File: src/rtl/mem_arbiter.sv
// Round-robin arbiter that lets two valid/ready masters share one memory slave.
// A transaction whose slave never answers is completed locally with ERR_DATA.
module mem_arbiter #(
  parameter int unsigned TIMEOUT  = 255,
  parameter logic [31:0] ERR_DATA = 32'hDEADBEEF
) (
  input  logic        clk,
  input  logic        rst,
  input  logic        m0_valid,
  input  logic [31:0] m0_addr,
  input  logic [31:0] m0_wdata,
  input  logic [3:0]  m0_wstrb,
  output logic        m0_ready,
  output logic [31:0] m0_rdata,
  input  logic        m1_valid,
  input  logic [31:0] m1_addr,
  input  logic [31:0] m1_wdata,
  input  logic [3:0]  m1_wstrb,
  output logic        m1_ready,
  output logic [31:0] m1_rdata,
  output logic        mem_valid,
  output logic [31:0] mem_addr,
  output logic [31:0] mem_wdata,
  output logic [3:0]  mem_wstrb,
  input  logic        mem_ready,
  input  logic [31:0] mem_rdata,
  output logic [1:0]  grant,
  output logic        bus_error,
  output logic [7:0]  err_count
);

  typedef enum logic [1:0] {
    IDLE  = 2'd0,
    BUSY0 = 2'd1,
    BUSY1 = 2'd2
  } state_t;

  localparam logic [7:0] TCNT_LAST = 8'(TIMEOUT - 32'd1);

  state_t      state_q, state_d;
  logic        last_q, last_d;
  logic [7:0]  tcnt_q, tcnt_d;
  logic [7:0]  err_count_q, err_count_d;
  logic        mem_valid_q, mem_valid_d;
  logic [31:0] mem_addr_q, mem_addr_d;
  logic [31:0] mem_wdata_q, mem_wdata_d;
  logic [3:0]  mem_wstrb_q, mem_wstrb_d;

  logic busy;
  logic done_ok;
  logic done_to;
  logic pick_m0;

  assign busy    = (state_q == BUSY0) || (state_q == BUSY1);
  assign done_ok = busy && mem_ready;
  // A slave answer in the final cycle beats the timeout.
  assign done_to = busy && !mem_ready && (tcnt_q == TCNT_LAST);
  assign pick_m0 = m0_valid && (!m1_valid || last_q);

  always_ff @(posedge clk or posedge rst) begin
    if (rst) begin
      state_q     <= IDLE;
      last_q      <= 1'b1;
      tcnt_q      <= 8'd0;
      err_count_q <= 8'd0;
      mem_valid_q <= 1'b0;
      mem_addr_q  <= 32'd0;
      mem_wdata_q <= 32'd0;
      mem_wstrb_q <= 4'd0;
    end else begin
      state_q     <= state_d;
      last_q      <= last_d;
      tcnt_q      <= tcnt_d;
      err_count_q <= err_count_d;
      mem_valid_q <= mem_valid_d;
      mem_addr_q  <= mem_addr_d;
      mem_wdata_q <= mem_wdata_d;
      mem_wstrb_q <= mem_wstrb_d;
    end
  end

  always_comb begin
    state_d     = state_q;
    last_d      = last_q;
    tcnt_d      = tcnt_q;
    err_count_d = err_count_q;
    mem_valid_d = mem_valid_q;
    mem_addr_d  = mem_addr_q;
    mem_wdata_d = mem_wdata_q;
    mem_wstrb_d = mem_wstrb_q;
    case (state_q)
      IDLE: begin
        if (pick_m0) begin
          state_d     = BUSY0;
          tcnt_d      = 8'd0;
          mem_valid_d = 1'b1;
          mem_addr_d  = m0_addr;
          mem_wdata_d = m0_wdata;
          mem_wstrb_d = m0_wstrb;
        end else if (m1_valid) begin
          state_d     = BUSY1;
          tcnt_d      = 8'd0;
          mem_valid_d = 1'b1;
          mem_addr_d  = m1_addr;
          mem_wdata_d = m1_wdata;
          mem_wstrb_d = m1_wstrb;
        end
      end
      BUSY0, BUSY1: begin
        tcnt_d = tcnt_q + 8'd1;
        if (done_ok || done_to) begin
          state_d     = IDLE;
          mem_valid_d = 1'b0;
          last_d      = (state_q == BUSY1);
        end
        if (done_to && (err_count_q != 8'hFF)) begin
          err_count_d = err_count_q + 8'd1;
        end
      end
      default: begin
        state_d     = IDLE;
        mem_valid_d = 1'b0;
      end
    endcase
  end

  always_comb begin
    grant     = 2'b00;
    m0_ready  = 1'b0;
    m1_ready  = 1'b0;
    m0_rdata  = 32'd0;
    m1_rdata  = 32'd0;
    bus_error = done_to;
    if (state_q == BUSY0) begin
      grant    = 2'b01;
      m0_ready = done_ok || done_to;
      if (m0_ready) m0_rdata = mem_ready ? mem_rdata : ERR_DATA;
    end else if (state_q == BUSY1) begin
      grant    = 2'b10;
      m1_ready = done_ok || done_to;
      if (m1_ready) m1_rdata = mem_ready ? mem_rdata : ERR_DATA;
    end
  end

  assign mem_valid = mem_valid_q;
  assign mem_addr  = mem_addr_q;
  assign mem_wdata = mem_wdata_q;
  assign mem_wstrb = mem_wstrb_q;
  assign err_count = err_count_q;

endmodule

File: config.mk
export PLATFORM = sky130hd
export DESIGN_NAME = mem_arbiter
export DESIGN_NICKNAME = d
export VERILOG_FILES = /design/src/rtl/mem_arbiter.sv
export SDC_FILE = /design/constraint.sdc
export NUM_CORES = 1
export LEC_CHECK = 0
export ABC_AREA = 1
export CAP_MARGIN = 20
export CORE_ASPECT_RATIO = 0.8
export CORE_MARGIN = 5
export CORE_UTILIZATION = 38
export CTS_BUF_LIST = sky130_fd_sc_hd__clkbuf_8 sky130_fd_sc_hd__clkbuf_16
export CTS_CLUSTER_DIAMETER = 120
export DETAILED_ROUTE_END_ITERATION = 8
export GPL_TIMING_DRIVEN = 0
export HOLD_SLACK_MARGIN = 0.02
export PLACE_DENSITY_LB_ADDON = 0.2
export SETUP_SLACK_MARGIN = 0.02
export SYNTH_ARGS = -nofsm -noshare
export SYNTH_HDL_FRONTEND = slang
export SYNTH_SLANG_ARGS = --single-unit
File: constraint.sdc
create_clock -name clk -period 3.45 [get_ports clk]
set_input_delay 0.69 -clock clk [delete_from_list [all_inputs] [get_ports clk]]
set_output_delay 0.69 -clock clk [all_outputs]
set_load 0.005 [all_outputs]
Word-level counts from Yosys, hierarchy flattened
Cells that the tools add are included.

operators by class
  equality and inequality tests = 6
  reductions and logical operators = 19
  mux-type cells = 27
  $add $sub $neg = 2

operators with widths
  kind                                                 number
  two-way mux 32 bit                                   9
  adder 8 x 1 -> 8 bit, second input constant          2
  two-way mux 8 bit                                    2
  one-hot mux 8 bit (2 select lines)                   1
  two-way mux 2 bit                                    5
  AND reduction 2 bit                                  5
  equality test 8 bit, second input constant           1
  two-way mux 4 bit                                    2
  inequality test 8 bit, second input constant         1
  two-way mux 1 bit                                    6
  logical AND 1 bit                                    5
  one-hot mux 2 bit (2 select lines)                   1
  nonzero test 2 bit                                   2
  logical OR 1 bit                                     3
  inequality test 3 bit, second input constant         1
  equality test 2 x 1 -> 1 bit, second input constant  1
  equality test 2 bit, second input constant           1
  logical NOT 1 bit                                    2
  logical NOT 2 bit                                    1
  inequality test 2 bit, second input constant         1
  one-hot mux 1 bit (2 select lines)                   1
  OR reduction 2 bit                                   1

storage, ports and cells
  flip-flop bits (word level) = 88
  word-level logic and storage cells = 62
  input port bits = 173
  output and inout port bits = 146

Longest topological paths before layout
Gate-level depths: netlist (run 1).

  depth after elaboration = 8
  gate-level depth with buffers = 9
  depth with buffers taken out = 9

Least setup slack after synthesis (run 1)
No wires, ideal clock.

  kind = input-to-output
  start = input mem_ready
  end = output m0_rdata[18]
  path buffers = 1
  required time = 2.760 ns
  arrival time = 1.468 ns
  path slack = 1.292 ns
  cell stages on the path = 8
  cell sequence = inv_2 -> nand3_1 -> nor2_1 -> nand2_2 -> nand2_4 -> nand2_2 -> buf_6 -> nor2_1

between the ends
  cells in the longest elaborated chain, start to end = 6

RTL lines
  element                          RTL line  source
  start, declared                  25        input logic mem_ready,
  logical NOT 1 bit                57        assign done_to = busy && !mem_ready && (tcnt_q == TCNT_LAST);
  logical AND 1 bit (2 in series)  57
  logical OR 1 bit                 136       m0_ready = done_ok || done_to;
  two-way mux 32 bit (*)           137       if (m0_ready) m0_rdata = mem_ready ? mem_rdata : ERR_DATA;
  two-way mux 32 bit (*)           134       if (state_q == BUSY0) begin
  end, declared                    14        output logic [31:0] m0_rdata,

Mark *: on every way between the ends. The rest lies on a longest branch, timed or not.

Worst setup path after layout (run 1)
  start = input mem_ready
  end = output m1_rdata[10]

between the ends
  cells in the longest elaborated chain, start to end = 7

RTL lines
  element                          RTL line  source
  logical NOT 1 bit                57
  logical AND 1 bit (2 in series)  57
  logical OR 1 bit                 140       m1_ready = done_ok || done_to;
  two-way mux 32 bit (*)           141       if (m1_ready) m1_rdata = mem_ready ? mem_rdata : ERR_DATA;
  two-way mux 32 bit (*)           138       end else if (state_q == BUSY1) begin
  two-way mux 32 bit (*)           134
  end, declared                    20        output logic [31:0] m1_rdata,

Marks and branches as above.

==> results of run 1 <==
[metrics by stage]
stage / setup WS [ns] / hold WS (ns) / power (mW)
2_1_floorplan: 0.4831 / 0.4654 / 2.703
5_1_grt: 0.02938 / 0.5265 / 5.618
4_1_cts: 0.08138 / 0.4863 / 5.259
6_report: 0.1752 / 0.4824 / 5.191
3_3_place_gp: -1.000 / 0.4568 / 4.192
3_5_place_dp: 0.08071 / 0.4714 / 4.234
[path summary, 6_finish.rpt]
kind,start,endpoint,slack (ns)
worst max-delay path,mem_ready,m1_rdata[10],0.18
min in group asynchronous,rst,mem_wdata[2],0.74
worst max register to register,last_q,mem_addr[11],1.56
max in group asynchronous,rst,last_q,2.04
worst min-delay path,mem_valid,mem_valid,0.48
worst min register to register,mem_valid,mem_valid,0.48
[metal layers]
metal | GRT usage | part of all wire
met1 | 0.2841 | 0.41
met2 | 0.4002 | 0.49
met3 | 0.06819 | 0.085
met4 | 0.06133 | 0.016
met5 | 0 | 0.00067
[cell type report]
cell class | count | area, um2 | share of cell area
clock inverters | 6 | 68.82 | 0.007644
flip-flops and latches | 88 | 2203 | 0.2448
repair buffers | 322 | 3233 | 0.3591
clock buffers | 10 | 239.0 | 0.02655
well taps | 180 | 225.2 | 0.02502
plain buffers | 37 | 215.2 | 0.02391
multi-input cells | 571 | 2451 | 0.2723
inverters | 97 | 366.6 | 0.04072
[synthesized netlist by cell type]
master / instances / share of area
nand2_1: 353 / 0.25
inv_1: 94 / 0.067
dfrtp_1: 87 / 0.42
nor2_1: 81 / 0.058
o21ai_0: 71 / 0.068
nor2_2: 21 / 0.025
nand3_1: 15 / 0.014
clkbuf_1: 14 / 0.010
buf_2: 9 / 0.0086
buf_6: 8 / 0.017
ha_1: 7 / 0.017
o21ai_1: 5 / 0.0048
buf_1: 4 / 0.0029
nand2_2: 4 / 0.0048
xor2_1: 4 / 0.0067
inv_2: 2 / 0.0014
nand4_1: 2 / 0.0024
xnor2_1: 2 / 0.0033
a21oi_2: 1 / 0.0017
buf_4: 1 / 0.0014
clkbuf_2: 1 / 0.00096
clkinv_1: 1 / 0.00072
dfstp_2: 1 / 0.0050
nand2_4: 1 / 0.0022
nand3_4: 1 / 0.0033
nand3b_1: 1 / 0.0014
nor3_1: 1 / 0.00096
o21bai_1: 1 / 0.0014
[critical path, stage by stage]
cell and delay [ns]:
clkdlybuf4s50_1 0.44, inv_2 0.11, nand3_1 0.07, nor2_1 0.12
nand2_2 0.12, nand2_4 0.11, nand3_4 0.11, buf_6 0.18
nor2_2 0.07, clkdlybuf4s50_1 0.54
[cells by family (layout without fill, tap and decap cells)]
family,count (synthesis),in the layout
AO/OA/AOI/OAI,78,78
XOR/XNOR,6,6
buffers and inverters,134,472
flip-flops,88,88
adder cells (fa/ha/maj),7,7
AND/OR/NAND/NOR,480,480
[registers in the layout, summed over array words and instances (netlist names)]
| signal | cells |
|---|---|
| mem_addr | 32 |
| mem_wdata | 32 |
| err_count | 8 |
| tcnt_q | 8 |
| mem_wstrb | 4 |
| state_q | 2 |
| last_q | 1 |
| mem_valid | 1 |
[report_power, final]
| group | switching [mW] | internal (mW) |
|---|---|---|
| Combinational | 1.20 | 1.33 |
| Clock | 0.405 | 0.584 |
| Sequential | 0.227 | 1.44 |
==> flow_summary.toml, run 1 <==
[yosys]
synth_compound_area_frac = 0.07578
synth_xor_area_frac = 0.01004
synth-warning-count = 0
synthesis.nets = 973
syn_inst = 793
synth_top_family_by_area = "simple AND/OR/NAND/NOR gates"
ys_types = 28
synth_mux_area_frac = 0
syn_area_mm2 = 0.005234
synthAdderAreaFrac = 0.01673
synth-seq-cells = 88
ys_seq_area_frac = 0.4210
avgSynthCellArea_um2 = 6.600
yosys.area_share.simple = 0.3658

[setup_path]
endpoint_kind = "output port"
reg2regPathDepth = 7
critPathKind = "in -> out"
crit_path_max_fanout = 10
worstPathRequired_ns = 2.76
startpoint_type = "input pin"
arrival_ns = 2.58

[clock_network]
cts_inserted_buffers = 9
hold_buffers = 0
tritoncts = "built"
clk_latency_ns = 0.33
cts.path.max_buffers = 2
ctsResizeCount = 0
post-cts-setup-buffers = 0
cts_root_buffer = "clkbuf_16"
clock_sinks = 88
h-tree-depth = 3
path_clk_slew_ns = 0.07

[sta]
setup_tns_ns = 0
maxSlewViolCount = 0
rsz0062_at_grt = "false"
maxSlewHeadroom = 0.6772
clock_skew_ns = 0.009536
worst_pin_slew_ns = 0.4842
finalCritPeriodShare = 0.9492
hold_viol = 0
max_clock_freq_mhz = 305.4
finalSetupViolations = 0
period_needed_ns = 3.275

[power]
p_leak_nw = 4.332
ir_drop_mv = 0.3303
p_per_area_mw_per_mm2 = 576.7

[placed_design]
gp_congestion = 0.9121
dp_cells = 1292
port_buffers = 318
hpwl_um = 15410
placed_cell_area_mm2 = 0.008672

[detailed_routing]
dr.first_iter.drc_count = 290
first_pass_iters = 4
route.detailed.drc = 0
viasPerCell = 4.487
finalWirelength_um = 19310
wl_per_cell_um = 14.73
detail-route-antenna-nets = 0
vias = 5882

[cells_and_area]
post-route-util = 0.6644
nFillCells = 1222
areaGrowthSynthToFinish_pct = 72.01
nNetsFinal = 1306
design_area_mm2 = 0.009002
mostFrequentLayoutCells = "nand2_1 (353), clkdlybuf4s50_1 (318), inv_1 (93)"
final_common_cell = "nand2_1"
instances_no_fill = 1311
antenna_cells = 0
drive_gt1_frac = 0.06278

[run]
cap_violations = 0

[global_route]
grt_pass1_vias = 5633
overflow = 0
grt_start_max_net_pins = 53
grt_pass1_wl_um = 29830
track_usage = 0.2313
antenna_found_initial = 1

[die]
die_h_um = 115.0
die_area_mm2 = 0.01623
core_area_mm2 = 0.01355
row_count = 38
die-width_um = 141.2
start_util = 0.3862
io_pins = 319

[run_status]
status = "finished clean"

[worst_hold_path]
hold_path_class = "reg -> reg"
hold_depth = 2
(Power assumes the default switching activity.)
==> run 2: changes to the inputs <==
Settings changed: CTS_CLUSTER_DIAMETER 120 to unset.
==> results of run 2 <==
No change in the layout: final DEF, timing and power equal those of run 1.
==> run 3: changes to the inputs <==
Settings changed: CORE_UTILIZATION 38 to 41.
Clock period 3.45 ns to 4.1 ns, I/O delays scaled along.
==> run 3 against run 2 <==
  * Critical path depth did not move
  * First-iteration DRC count decreased by 10%
  * Design area fell by 0.57%
  * Combinational power shrank 16%
  * Clock skew increased by 0.0017 ns
  * Final cell count down 0.92%
  * Sequential share of layout area rose by 0.14 points
  * Total power shrank 17%
  * Clock-buffer cell count up 1
  * Critical path type unchanged
==> flow_summary.toml, run 3 (synthesized netlist as in run 1, its figures left out) <==
[run_status]
status = "finished clean"

[worst_hold_path]
hold_path_end = "mem_valid"
hold_path_class = "reg -> reg"
min_from = "mem_valid"
hold_depth = 2

[setup_path]
cp_num_buf_inv = 4
endpoint_kind = "output port"
arrival_ns = 2.79
worst-path-stages = 10
r2r_start = "last_q"
r2r_slack_ns = 2.21
startpoint_type = "input pin"
reg2reg_to = "mem_addr[11]"
worstPathRequired_ns = 3.28
slowest_delay_ns = 0.54
slowest_stage = "clkdlybuf4s50_1"
reg2regPathDepth = 7
worstPathCellList = "clkdlybuf4s50_1, inv_2, nand3_1, nor2_1, nand2_2, nand2_4, nand2_2, buf_6, nor2_1, clkdlybuf4s50_1"
cpLargestDelayFamily = "buffers and inverters"
crit_path_max_fanout = 10
critPathKind = "in -> out"

[clock_network]
post-cts-setup-buffers = 0
cts.path.max_buffers = 2
tritoncts = "built"
ctsResizeCount = 0
clock_sinks = 88
path_clk_slew_ns = 0.07
hold_buffers = 0
clk_latency_ns = 0.34
cts_inserted_buffers = 9
h-tree-depth = 3
cts_root_buffer = "clkbuf_16"

[power]
p_per_area_mw_per_mm2 = 484.2
clockPowerShare = 0.183
power_frac_seq = 0.328
p_sw_mw = 1.551
p_leak_nw = 4.307
power_frac_comb = 0.489
p_total_mw = 4.334
p_int_mw = 2.783
switching_share = 0.3578
ir_drop_mv = 0.2582

[cells_and_area]
mostFrequentLayoutCells = "nand2_1 (353), clkdlybuf4s50_1 (318), inv_1 (93)"
nNetsFinal = 1303
final_common_cell = "nand2_1"
design_area_mm2 = 0.008951
drive_gt1_frac = 0.06028
areaGrowthSynthToFinish_pct = 71.03
antenna_cells = 0

[sta]
maxSlewHeadroom = 0.6184
worst_pin_slew_ns = 0.5724
period_needed_ns = 3.613
fin_hold_ws_ns = 0.4842
rsz0062_at_grt = "false"
max_clock_freq_mhz = 276.8
finalSetupViolations = 0
setup_tns_ns = 0
maxSlewViolCount = 0
hold_viol = 0
clock_skew_ns = 0.01127
finalCritPeriodShare = 0.8812

[detailed_routing]
viasPerCell = 4.552
finalWirelength_um = 18850
wl_per_cell_um = 14.51
vias = 5913
first_pass_iters = 4
route.detailed.drc = 0
dr.first_iter.drc_count = 260
detail-route-antenna-nets = 0

[placed_design]
port_buffers = 318
hpwl_um = 15000
gp_congestion = 0.8425
placed_cell_area_mm2 = 0.008661

[global_route]
grt_start_max_net_pins = 57
grt_pass1_vias = 5733
antenna_found_initial = 0
track_usage = 0.2483
overflow = 0
grt_pass1_wl_um = 29790

[die]
die-width_um = 136.3
start_util = 0.4241
die_h_um = 111.1
core_area_mm2 = 0.01234
row_count = 36
die_area_mm2 = 0.01514
io_pins = 319

[run]
cap_violations = 0
-- run 3: changes by cell type in the layout (fill, tap and decap cells not counted) --
cell        change
buf_4           -3
bufinv_16       -1
clkbuf_8        +1
clkinv_4        -3
clkinvlp_4      +1
inv_6           +2
-- run 3: final cells by class --
class / instances / area (um2)
tap: 171 / 214.0
inverter: 97 / 366.6
clock inverter: 5 / 37.54
timing repair buffer: 319 / 3211
multi-input combinational: 571 / 2451
fill: 1062 / 3391
buffer: 37 / 215.2
clock buffer: 11 / 252.7
sequential: 88 / 2203
-- run 3: worst min-delay path, stage by stage, from the launching register on --
cell	delay, ns
dfrtp_1	0.35
nand2_1	0.05
nand2_1	0.05
-- run 3: worst max path at each step --
stage | start | end
3_5_place_dp | mem_ready | m0_rdata[18]
4_1_cts | mem_ready | m0_rdata[18]
2_1_floorplan | rst | err_count[0]
5_1_grt | mem_ready | m0_rdata[18]
3_3_place_gp | rst | mem_addr[19]
6_report | mem_ready | m0_rdata[6]
-- run 3: power groups by stage --
stage	sequential (mW)	combinational, mW	clock (mW)
finish	1.42	2.12	0.793
global route	1.47	2.34	0.848
CTS	1.42	2.15	0.813
detailed placement	1.43	2.14	0
global placement	1.42	2.11	0
floorplan	1.43	0.841	0
-- run 3: per-stage QoR --
| stage | util | cells | setup WS [ns] |
|---|---|---|---|
| finish | 0.7253 | 1299 | 0.4872 |
| global route | 0.7253 | 1299 | 0.3514 |
| CTS | 0.7253 | 1299 | 0.4861 |
| detailed placement | 0.7017 | 1283 | 0.4896 |
| global placement | 0.6993 | 1282 | -0.4417 |
| floorplan | - | 793 | 1.003 |
-- run 3: per-layer routing --
layer | global-route usage | vias to the layer above | wire length, um
li1 | - | 3025 | -
met1 | 0.2789 | 2604 | 7030
met2 | 0.4375 | 250 | 9308
met3 | 0.08711 | 34 | 1975
met4 | 0.07858 | 0 | 539
met5 | 0 | - | 0
